**src/rtl/cpu_int_pkg.sv**
```systemverilog
`default_nettype none
// ============================================================================
// Module   : cpu_int_pkg
// Brief    : Shared constants, FSM encoding and vector-address helper for the
//            vectored interrupt controller.
// Revision : 1.0 - initial release
// ============================================================================
package cpu_int_pkg;

    localparam int          c_NUM_INTS_DEF      = 8;
    localparam int          c_ADDR_WIDTH_DEF    = 16;
    localparam int unsigned c_VECTOR_BASE_DEF   = 32'h0000_FF00;
    localparam int unsigned c_VECTOR_STRIDE_DEF = 2;

    localparam logic [1:0] c_ST_IDLE    = 2'd0;
    localparam logic [1:0] c_ST_REQ     = 2'd1;
    localparam logic [1:0] c_ST_SERVICE = 2'd2;

    // Full-width handler address; callers truncate to their address width.
    function automatic logic [31:0] f_vector_addr(
        input logic [31:0] base,
        input logic [31:0] stride,
        input logic [31:0] idx
    );
        return base + idx * stride;
    endfunction

endpackage
`default_nettype wire

```
**src/rtl/cpu_int_prio_enc.sv**
```systemverilog
`default_nettype none
// ============================================================================
// Module   : cpu_int_prio_enc
// Brief    : Lowest-index-first priority encoder (bit 0 has highest priority).
// Revision : 1.0 - initial release
// ============================================================================
module cpu_int_prio_enc #(
    parameter int NUM_INTS = 8,
    parameter int IDX_W    = 3
) (
    input  logic [NUM_INTS-1:0] req,
    output logic                valid,
    output logic [IDX_W-1:0]    index
);

    // Scan downward so the last hit written is the lowest set index.
    always_comb begin
        valid = 1'b0;
        index = '0;
        for (int i = NUM_INTS - 1; i >= 0; i--) begin
            if (req[i]) begin
                valid = 1'b1;
                index = IDX_W'(i);
            end
        end
    end

endmodule
`default_nettype wire

```
**src/rtl/cpu_int_ctrl.sv**
```systemverilog
`default_nettype none
// ============================================================================
// Module   : cpu_int_ctrl
// Brief    : Vectored interrupt controller with edge/level requests, masking,
//            fixed priority and req/ack/RETI tracking. Optional nested
//            interrupts via macro CPU_INT_NESTING_EN.
// Revision : 1.0 - initial release
// ============================================================================
module cpu_int_ctrl
    import cpu_int_pkg::*;
#(
    parameter int          NUM_INTS      = c_NUM_INTS_DEF,
    parameter int          ADDR_WIDTH    = c_ADDR_WIDTH_DEF,
    parameter int unsigned VECTOR_BASE   = c_VECTOR_BASE_DEF,
    parameter int unsigned VECTOR_STRIDE = c_VECTOR_STRIDE_DEF
) (
    input  logic                  clk,
    input  logic                  reset,
    input  logic [NUM_INTS-1:0]   ints,
    input  logic [NUM_INTS-1:0]   edge_mode,
    input  logic [NUM_INTS-1:0]   mask,
    input  logic                  global_en,
    input  logic                  int_ack,
    input  logic                  int_done,
    output logic                  int_req,
    output logic [ADDR_WIDTH-1:0] int_address,
    output logic [NUM_INTS-1:0]   pending,
    output logic [NUM_INTS-1:0]   in_service
);

    localparam int c_IDX_W = (NUM_INTS > 1) ? $clog2(NUM_INTS) : 1;

    logic [1:0]            r_state;
    logic [1:0]            w_state_nxt;
    logic [NUM_INTS-1:0]   r_ints_prev;
    logic [NUM_INTS-1:0]   r_pending;
    logic [NUM_INTS-1:0]   r_in_service;
    logic [NUM_INTS-1:0]   w_pending_nxt;
    logic [NUM_INTS-1:0]   w_in_service_nxt;
    logic [NUM_INTS-1:0]   w_eligible;
    logic [NUM_INTS-1:0]   w_rise;
    logic [NUM_INTS-1:0]   w_ack_set;
    logic [NUM_INTS-1:0]   w_done_clr;
    logic [c_IDX_W-1:0]    r_idx;
    logic [c_IDX_W-1:0]    w_win_idx;
    logic                  w_win_valid;
    logic                  w_ack_fire;
    logic                  w_done_fire;
    logic                  w_load;
    logic                  r_int_req;
    logic [ADDR_WIDTH-1:0] r_int_address;

    assign w_eligible = r_pending & mask & ~r_in_service;
    assign w_rise     = ints & ~r_ints_prev;

    cpu_int_prio_enc #(
        .NUM_INTS (NUM_INTS),
        .IDX_W    (c_IDX_W)
    ) u_win_enc (
        .req   (w_eligible),
        .valid (w_win_valid),
        .index (w_win_idx)
    );

`ifdef CPU_INT_NESTING_EN
    logic [c_IDX_W-1:0] w_isr_idx;
    logic               w_isr_valid;
    logic               w_nest_ok;

    cpu_int_prio_enc #(
        .NUM_INTS (NUM_INTS),
        .IDX_W    (c_IDX_W)
    ) u_isr_enc (
        .req   (r_in_service),
        .valid (w_isr_valid),
        .index (w_isr_idx)
    );

    // RETI always retires the highest-priority (lowest index) active handler.
    assign w_done_clr = w_done_fire ? (NUM_INTS'(1) << w_isr_idx) : '0;
    assign w_nest_ok  = global_en & w_win_valid & w_isr_valid & (w_win_idx < w_isr_idx);
`else
    assign w_done_clr = {NUM_INTS{w_done_fire}};
`endif

    // Output/control decode
    always_comb begin
        w_ack_fire  = (r_state == c_ST_REQ) & int_ack;
        w_done_fire = int_done & (|r_in_service);
        w_load      = (r_state != c_ST_REQ) & (w_state_nxt == c_ST_REQ);
        w_ack_set   = w_ack_fire ? (NUM_INTS'(1) << r_idx) : '0;
    end

    // An edge arriving with the ack that consumes it keeps the channel pending.
    for (genvar i = 0; i < NUM_INTS; i++) begin : g_chan
        assign w_pending_nxt[i] = edge_mode[i]
                                ? (w_rise[i] | (r_pending[i] & ~w_ack_set[i]))
                                : (r_in_service[i] ? r_pending[i] : ints[i]);
    end

    assign w_in_service_nxt = (r_in_service & ~w_done_clr) | w_ack_set;

    always_ff @(posedge clk) begin
        if (reset) begin
            r_state <= c_ST_IDLE;
        end else begin
            r_state <= w_state_nxt;
        end
    end

    always_comb begin
        w_state_nxt = r_state;
        case (r_state)
            c_ST_IDLE: begin
                if (global_en && w_win_valid) begin
                    w_state_nxt = c_ST_REQ;
                end
            end
            c_ST_REQ: begin
                if (int_ack) begin
                    w_state_nxt = c_ST_SERVICE;
                end else if (!global_en) begin
                    w_state_nxt = (|w_in_service_nxt) ? c_ST_SERVICE : c_ST_IDLE;
                end
            end
            c_ST_SERVICE: begin
                if (w_done_fire) begin
                    w_state_nxt = (|(r_in_service & ~w_done_clr)) ? c_ST_SERVICE : c_ST_IDLE;
                end
`ifdef CPU_INT_NESTING_EN
                else if (w_nest_ok) begin
                    w_state_nxt = c_ST_REQ;
                end
`endif
            end
            default: w_state_nxt = c_ST_IDLE;
        endcase
    end

    always_ff @(posedge clk) begin
        if (reset) begin
            r_ints_prev   <= '0;
            r_pending     <= '0;
            r_in_service  <= '0;
            r_int_req     <= 1'b0;
            r_int_address <= '0;
            r_idx         <= '0;
        end else begin
            r_ints_prev  <= ints;
            r_pending    <= w_pending_nxt;
            r_in_service <= w_in_service_nxt;
            r_int_req    <= (w_state_nxt == c_ST_REQ);
            if (w_load) begin
                r_idx         <= w_win_idx;
                r_int_address <= ADDR_WIDTH'(f_vector_addr(32'(VECTOR_BASE),
                                                           32'(VECTOR_STRIDE),
                                                           32'(w_win_idx)));
            end
        end
    end

    assign int_req     = r_int_req;
    assign int_address = r_int_address;
    assign pending     = r_pending;
    assign in_service  = r_in_service;

endmodule
`default_nettype wire

```
**config.mk**
```make
export PLATFORM = sky130hd
export DESIGN_NAME = cpu_int_ctrl
export DESIGN_NICKNAME = d
export VERILOG_FILES = /design/src/rtl/cpu_int_pkg.sv /design/src/rtl/cpu_int_prio_enc.sv /design/src/rtl/cpu_int_ctrl.sv
export SDC_FILE = /design/constraint.sdc
export NUM_CORES = 1
export LEC_CHECK = 0
export ABC_AREA = 0
export ABC_CLOCK_PERIOD_IN_PS = 2300
export CAP_MARGIN = 20
export CORE_UTILIZATION = 40
export CTS_CLUSTER_SIZE = 8
export DETAILED_ROUTE_END_ITERATION = 8
export PLACE_DENSITY = 0.77
export SLEW_MARGIN = 10
export SYNTH_ARGS = -nofsm -noshare
export SYNTH_HDL_FRONTEND = slang
export SYNTH_HIERARCHICAL = 1
export SYNTH_SLANG_ARGS = --single-unit
```
**constraint.sdc**
```tcl
create_clock -name clk -period 2.3 [get_ports clk]
set_clock_uncertainty 0.1 [all_clocks]
set_input_delay 0.23 -clock clk [delete_from_list [all_inputs] [get_ports clk]]
set_output_delay 0.23 -clock clk [all_outputs]
set_load 0.03 [all_outputs]
```
# After elaboration in Yosys (flattened, before gate mapping)

Cells that the tools add are included.

Bits in read-only memories: 0
Flip-flop bits (word level): 46
Latch bits: 0
Bits of input ports: 29
Memories kept: 0
Memory bits (writable): 0
Logic and storage cells: 108

$mul: 0
Divide/modulo/power cells: 0
Magnitude comparators: 0
Shift-type cells: 1
Mux-type cells: 40
Add/subtract/negate cells: 1
Bitwise logic cells: 35
Eq/ne operators: 12
Reduce and logical (&&, ||, !) cells: 5

Operators with widths:

| cell                    | number |
|---|---|
| $and A8 B8 Y8           | 4 |
| $mux W1                 | 24 |
| $mux W3                 | 8 |
| $not A8 Y8              | 3 |
| $reduce_or A8 Y1        | 3 |
| $add A16 B4 Y16 const A | 1 |
| $ne A2 B2 Y1 const B    | 8 |
| $mux W2                 | 6 |
| $and A1 B1 Y1           | 11 |
| $mux W8                 | 1 |
| $not A1 Y1              | 8 |
| $or A1 B1 Y1            | 8 |
| $or A8 B8 Y8            | 1 |
| $shl A1 B3 Y8 const A   | 1 |
| $pmux W2 S3             | 1 |
| $eq A2 B1 Y1 const B    | 2 |
| $eq A2 B2 Y1 const B    | 1 |
| $logic_not A2 Y1        | 1 |
| $ne A2 B1 Y1 const B    | 1 |
| $logic_and A1 B1 Y1     | 1 |

# Depth between registers and ports, before layout

Depth after elaboration: 15
Mapped depth: 7
Gate-level depth less buffers: 7

# Modules after synthesis

The synthesis kept the hierarchy.

Modules (own cells, without submodules):

| module           | cells an instance | sequential area each (um^2) | area an instance (um^2) | times used |
|---|---|---|---|---|
| cpu_int_ctrl     | 165               | 620.6                       | 1,420.1                 | 1 |
| cpu_int_prio_enc | 13                | 0.0                         | 80.1                    | 1 |

# Least setup slack after synthesis

No wires, ideal clock.

Path kind: register -> register
Start point: register r_in_service[5], in the netlist in_service[5]
End point: register r_idx[1]
Arrival time: 1,633 ps
Period minus slack after synthesis: 1,861 ps
Buffers on the path: 0
Data required time: 2,072 ps
Cell stages (with the launch flop): 8
Slack: 439 ps
Path through: dfxtp_1 and3b_1 nor4_1 nand2_1 nand2b_1 nor2_4 mux2i_1 nor2_1

Longest elaborated chain between the ends: 13
Elaborated cells on any way between the ends: 31
Classes of those cells: 1 x eq/ne; 19 x mux; 7 x bitwise; 4 x reduce/logical

Ends and longest elaborated chain:

| what                   | RTL line               | source |
|---|---|---|
| start, declared        | cpu_int_ctrl.sv:37     | `logic [NUM_INTS-1:0] r_in_service;` |
| start signal, assigned | cpu_int_ctrl.sv:151    | `r_in_service <= w_in_service_nxt;` |
| $not A8 Y8             | cpu_int_ctrl.sv:53     | `assign w_eligible = r_pending & mask & ~r_in_service;` |
| $and A8 B8 Y8          | cpu_int_ctrl.sv:53     |  |
| net w_eligible[5]      | cpu_int_ctrl.sv:40     | `logic [NUM_INTS-1:0] w_eligible;` |
| $mux W1 (6 in a row)   | cpu_int_prio_enc.sv:21 | `if (req[i]) begin` |
| net w_win_valid        | cpu_int_ctrl.sv:46     | `logic w_win_valid;` |
| $logic_and A1 B1 Y1    | cpu_int_ctrl.sv:115    | `if (global_en && w_win_valid) begin` |
| $mux W2                | cpu_int_ctrl.sv:115    |  |
| $pmux W2 S3            | cpu_int_ctrl.sv:113    | `case (r_state)` |
| $eq A2 B1 Y1           | cpu_int_ctrl.sv:90     | `w_load = (r_state != c_ST_REQ) & (w_state_nxt == c_ST_REQ);` |
| $and A1 B1 Y1          | cpu_int_ctrl.sv:90     |  |
| end signal, assigned   | cpu_int_ctrl.sv:154    | `r_idx <= w_win_idx;` |
| end, declared          | cpu_int_ctrl.sv:44     | `logic [c_IDX_W-1:0] r_idx;` |

The timed path passes the listed nets, and every way through them passes these cells.
A chain may end at the register's enable or synchronous reset.

# Worst setup path after layout

Ends and elaborated chain as after synthesis.

==> flow_results.xml <==
<?xml version="1.0" encoding="UTF-8"?>
<metrics>
  <group name="global_routing">
    <metric name="grt_start_max_net_pins" unit="">32</metric>
    <metric name="grt_pass1_wl" unit="um">5500</metric>
    <metric name="antenna_found_initial" unit="">0</metric>
    <metric name="gr-usage-all-layers" unit="">0.181</metric>
    <metric name="grt_pass1_vias" unit="">1258</metric>
    <metric name="globalRouteOverflowTotal" unit="">0</metric>
  </group>
  <group name="clock_tree">
    <metric name="worstSkewPairLatency" unit="ns">0.29</metric>
    <metric name="cts_hold_repair.buffers" unit="">0</metric>
    <metric name="clock_tree.root_cell" unit="">clkbuf_8</metric>
    <metric name="numClockSinks" unit="">31</metric>
    <metric name="cts_max_path_buffers" unit="">2</metric>
    <metric name="cts.htree.levels" unit="">2</metric>
    <metric name="cts_tree" unit="">built</metric>
    <metric name="clkTransAtPathRegs" unit="ns">0.06</metric>
    <metric name="post_cts_resize_count" unit="">0</metric>
    <metric name="post-cts-setup-buffer-count" unit="">0</metric>
    <metric name="num_cts_buffers" unit="">5</metric>
  </group>
  <group name="synth">
    <metric name="synth-edff-count" unit="">0</metric>
    <metric name="netlist_area" unit="um2">1500</metric>
    <metric name="postSynthRegisterBits" unit="">31</metric>
    <metric name="complex_gate_fraction_of_the_synthesized_area" unit="">0.166</metric>
    <metric name="postSynth.topFlopCell" unit="">dfxtp_1</metric>
    <metric name="synth.mux.area_fraction" unit="">0.0200</metric>
    <metric name="synth_xor_area_frac" unit="">0</metric>
    <metric name="async_flop_share" unit="">0</metric>
    <metric name="dominant_combinational_cell_family_by_area_after_synthesis" unit="">simple AND/OR/NAND/NOR gates</metric>
    <metric name="yosysWarningCount" unit="">6</metric>
    <metric name="synth_simple_gate_area_frac" unit="">0.305</metric>
    <metric name="adder_cell_share_of_the_synthesized_area" unit="">0</metric>
    <metric name="synth_cell_types" unit="">29</metric>
    <metric name="ys_seq_area_frac" unit="">0.414</metric>
    <metric name="synthesis.area_per_instance" unit="um2">8.43</metric>
    <metric name="synth_cells" unit="">178</metric>
  </group>
  <group name="route">
    <metric name="viasPerCell" unit="">5.00</metric>
    <metric name="ant_nets" unit="">0</metric>
    <metric name="drc_errors" unit="">0</metric>
    <metric name="wire_per_inst" unit="um">11.7</metric>
    <metric name="detailedRoute.firstPassIterationCount" unit="">4</metric>
    <metric name="drt_first_iter_violations" unit="">45</metric>
    <metric name="postRouteWirelength" unit="um">3250</metric>
    <metric name="route.vias.total" unit="">1385</metric>
  </group>
  <group name="pwr">
    <metric name="pd_cells" unit="nW/um2">643</metric>
    <metric name="sw_frac_of_total" unit="">0.282</metric>
    <metric name="report.power.total" unit="mW">1.37</metric>
    <metric name="switchingPower" unit="mW">0.388</metric>
    <metric name="cellInternalPower" unit="mW">0.985</metric>
    <metric name="combPwrFrac" unit="">0.224</metric>
    <metric name="share_seq_of_total_power" unit="">0.433</metric>
    <metric name="leakage" unit="nW">0.838</metric>
    <metric name="power.ir.vdd_worst" unit="mV">0.435</metric>
    <metric name="pwr-share-clk" unit="">0.343</metric>
  </group>
  <group name="timing">
    <metric name="fin_crit_sh" unit="">0.847</metric>
    <metric name="final_max_slew_viol_count" unit="">0</metric>
    <metric name="fin_tns_setup" unit="ns">0</metric>
    <metric name="hold_violations" unit="">0</metric>
    <metric name="rsz0062_at_grt" unit="">no</metric>
    <metric name="setup_violations" unit="">0</metric>
    <metric name="fmaxAchievable" unit="MHz">513</metric>
    <metric name="period_minus_slack" unit="ns">1.95</metric>
  </group>
  <group name="final_layout">
    <metric name="final-instance-count-excl-fill" unit="">277</metric>
    <metric name="top_library_cells_by_usage_in_the_layout_fill_and_taps_aside" unit="">clkdlybuf4s50_1, dfxtp_1, nor2_1</metric>
    <metric name="layout-drive-gt1-share" unit="">0.0606</metric>
    <metric name="antenna_cells" unit="">0</metric>
    <metric name="nets" unit="">259</metric>
    <metric name="synthesis_to_finish_area_growth" unit="%">42.4</metric>
    <metric name="layout_commonest_cell" unit="">clkdlybuf4s50_1</metric>
    <metric name="filler_cell_count" unit="">333</metric>
  </group>
  <group name="setup_path">
    <metric name="slowest_delay" unit="ns">0.47</metric>
    <metric name="worst-r2r-setup-slack" unit="ns">0.35</metric>
    <metric name="critPathCaptureType" unit="">flop</metric>
    <metric name="chain_of_cells_forming_the_critical_path" unit="">and3b_1 &gt; nor4_1 &gt; nand2_1 &gt; nand2b_1 &gt; nor2_4 &gt; mux2i_1 &gt; nor2_1</metric>
    <metric name="startpoint_type" unit="">flop</metric>
    <metric name="worst-endpoint-required" unit="ns">2.37</metric>
    <metric name="worstPathBufferInverterCount" unit="">0</metric>
    <metric name="path_delay_family" unit="">simple AND/OR/NAND/NOR gates</metric>
    <metric name="path_class" unit="">flop to flop</metric>
    <metric name="cp_data_arrival_time" unit="ns">2.02</metric>
    <metric name="worst_path_max_delay_cell" unit="">dfxtp_1</metric>
    <metric name="critPathMaxFanout" unit="">6</metric>
  </group>
  <group name="outcome">
    <metric name="outcome" unit="">complete, no violations</metric>
  </group>
  <group name="placed_design">
    <metric name="gp_routability_congestion" unit="">0.823</metric>
    <metric name="dp.final_hpwl" unit="um">2410</metric>
    <metric name="numPlacedInstances" unit="">269</metric>
    <metric name="port_buffers" unit="">56</metric>
  </group>
  <group name="floorplan">
    <metric name="floorplan_die_area" unit="um2">4000</metric>
    <metric name="die-height" unit="um">63.2</metric>
    <metric name="num_io_pins" unit="">62</metric>
    <metric name="initial_utilization" unit="">0.433</metric>
    <metric name="fp-row-count" unit="">21</metric>
    <metric name="core_area" unit="um2">3470</metric>
    <metric name="floorplan.die.width" unit="um">63.2</metric>
  </group>
  <group name="worst_hold_path">
    <metric name="hold_path_class" unit="">input pin to flop</metric>
  </group>
  <group name="run">
    <metric name="maxCapViolCount" unit="">0</metric>
  </group>
</metrics>
path summary, 6_finish.rpt:
check | startpoint | end | cells after the start
worst max-delay path | in_service[5]$_SDFF_PP0_ | r_idx[1]$_SDFFE_PP0P_ | 7
worst min-delay path | ints[1] | r_ints_prev[1]$_SDFF_PP0_ | 3
worst max register to register | in_service[5]$_SDFF_PP0_ | r_idx[1]$_SDFFE_PP0P_ | 7
worst min register to register | pending[5]$_SDFFE_PP0P_ | pending[5]$_SDFFE_PP0P_ | 2
cell usage after synthesis (2+ instances only):
cell type | number | area [um2]
dfxtp_1 | 31 | 621
nor2_1 | 24 | 90.1
a21oi_1 | 19 | 95.1
buf_4 | 12 | 90.1
a211oi_1 | 11 | 82.6
nand2b_1 | 11 | 68.8
inv_1 | 9 | 33.8
o21ai_0 | 9 | 45.0
nand2_1 | 8 | 30.0
nor3_1 | 8 | 40.0
and3b_1 | 7 | 61.3
nor2b_1 | 4 | 25.0
mux2i_1 | 3 | 30.0
nand3_1 | 3 | 15.0
buf_1 | 2 | 7.51
clkbuf_1 | 2 | 7.51
nor4_4 | 2 | 42.5
or2b_1 | 2 | 15.0
worst register-to-register path: cells and delay by family, from the launching register on:
family / cells / cell delay (ns)
and+or+nand+nor: 6 / 1.11
DFF: 1 / 0.47
muxes: 1 / 0.15
power by group through the flow:
stage	clock (mW)	combinational (mW)	sequential [mW]
after floorplan	0	0.164	0.639
after global placement	0	0.305	0.605
after detailed placement	0	0.308	0.606
after CTS	0.477	0.309	0.594
after global routing	0.506	0.328	0.599
final	0.471	0.307	0.594
sequential cells by signal, summed over array words and instances (netlist names):
| signal | cells |
|---|---|
| pending | 8 |
| r_idx | 2 |
| int_address | 2 |
| in_service | 8 |
| int_req | 1 |
| r_state | 2 |
| r_ints_prev | 8 |
metal layers:
| metal | vias to the layer above | share of wire | GRT usage |
|---|---|---|---|
| met3 | 6 | 0.058 | 0.0670 |
| met1 | 634 | 0.47 | 0.216 |
| li1 | 705 | - | - |
| met4 | 0 | 0.019 | 0.0852 |
| met5 | - | 0 | 0 |
| met2 | 40 | 0.45 | 0.288 |
layout make-up:
cell class                      instances  area [um2]  area share
Timing Repair Buffer                   57         568       0.266
Multi-Input combinational cell        126         756       0.354
Tap cell                               46        57.6      0.0269
Clock buffer                            8         100      0.0469
Sequential cell                        31         621       0.291
Inverter                                9        33.8      0.0158
cells by family after synthesis:
group           count (synthesis)
compound gates                 42
buf+inv                        25
flops                          31
mux                             3
other cells                     1
simple gates                   76
through the flow:
step	worst slack, ns	hold slack [ns]	area (um2)	util
after floorplan	0.439	0.278	1520	-
after global placement	0.366	0.428	2040	0.587
after detailed placement	0.265	0.433	2040	0.587
after CTS	0.381	0.403	2140	0.616
after global routing	0.237	0.424	2140	0.616
final	0.351	0.404	2140	0.616
No activity file was read; power rests on OpenSTA's default activity.
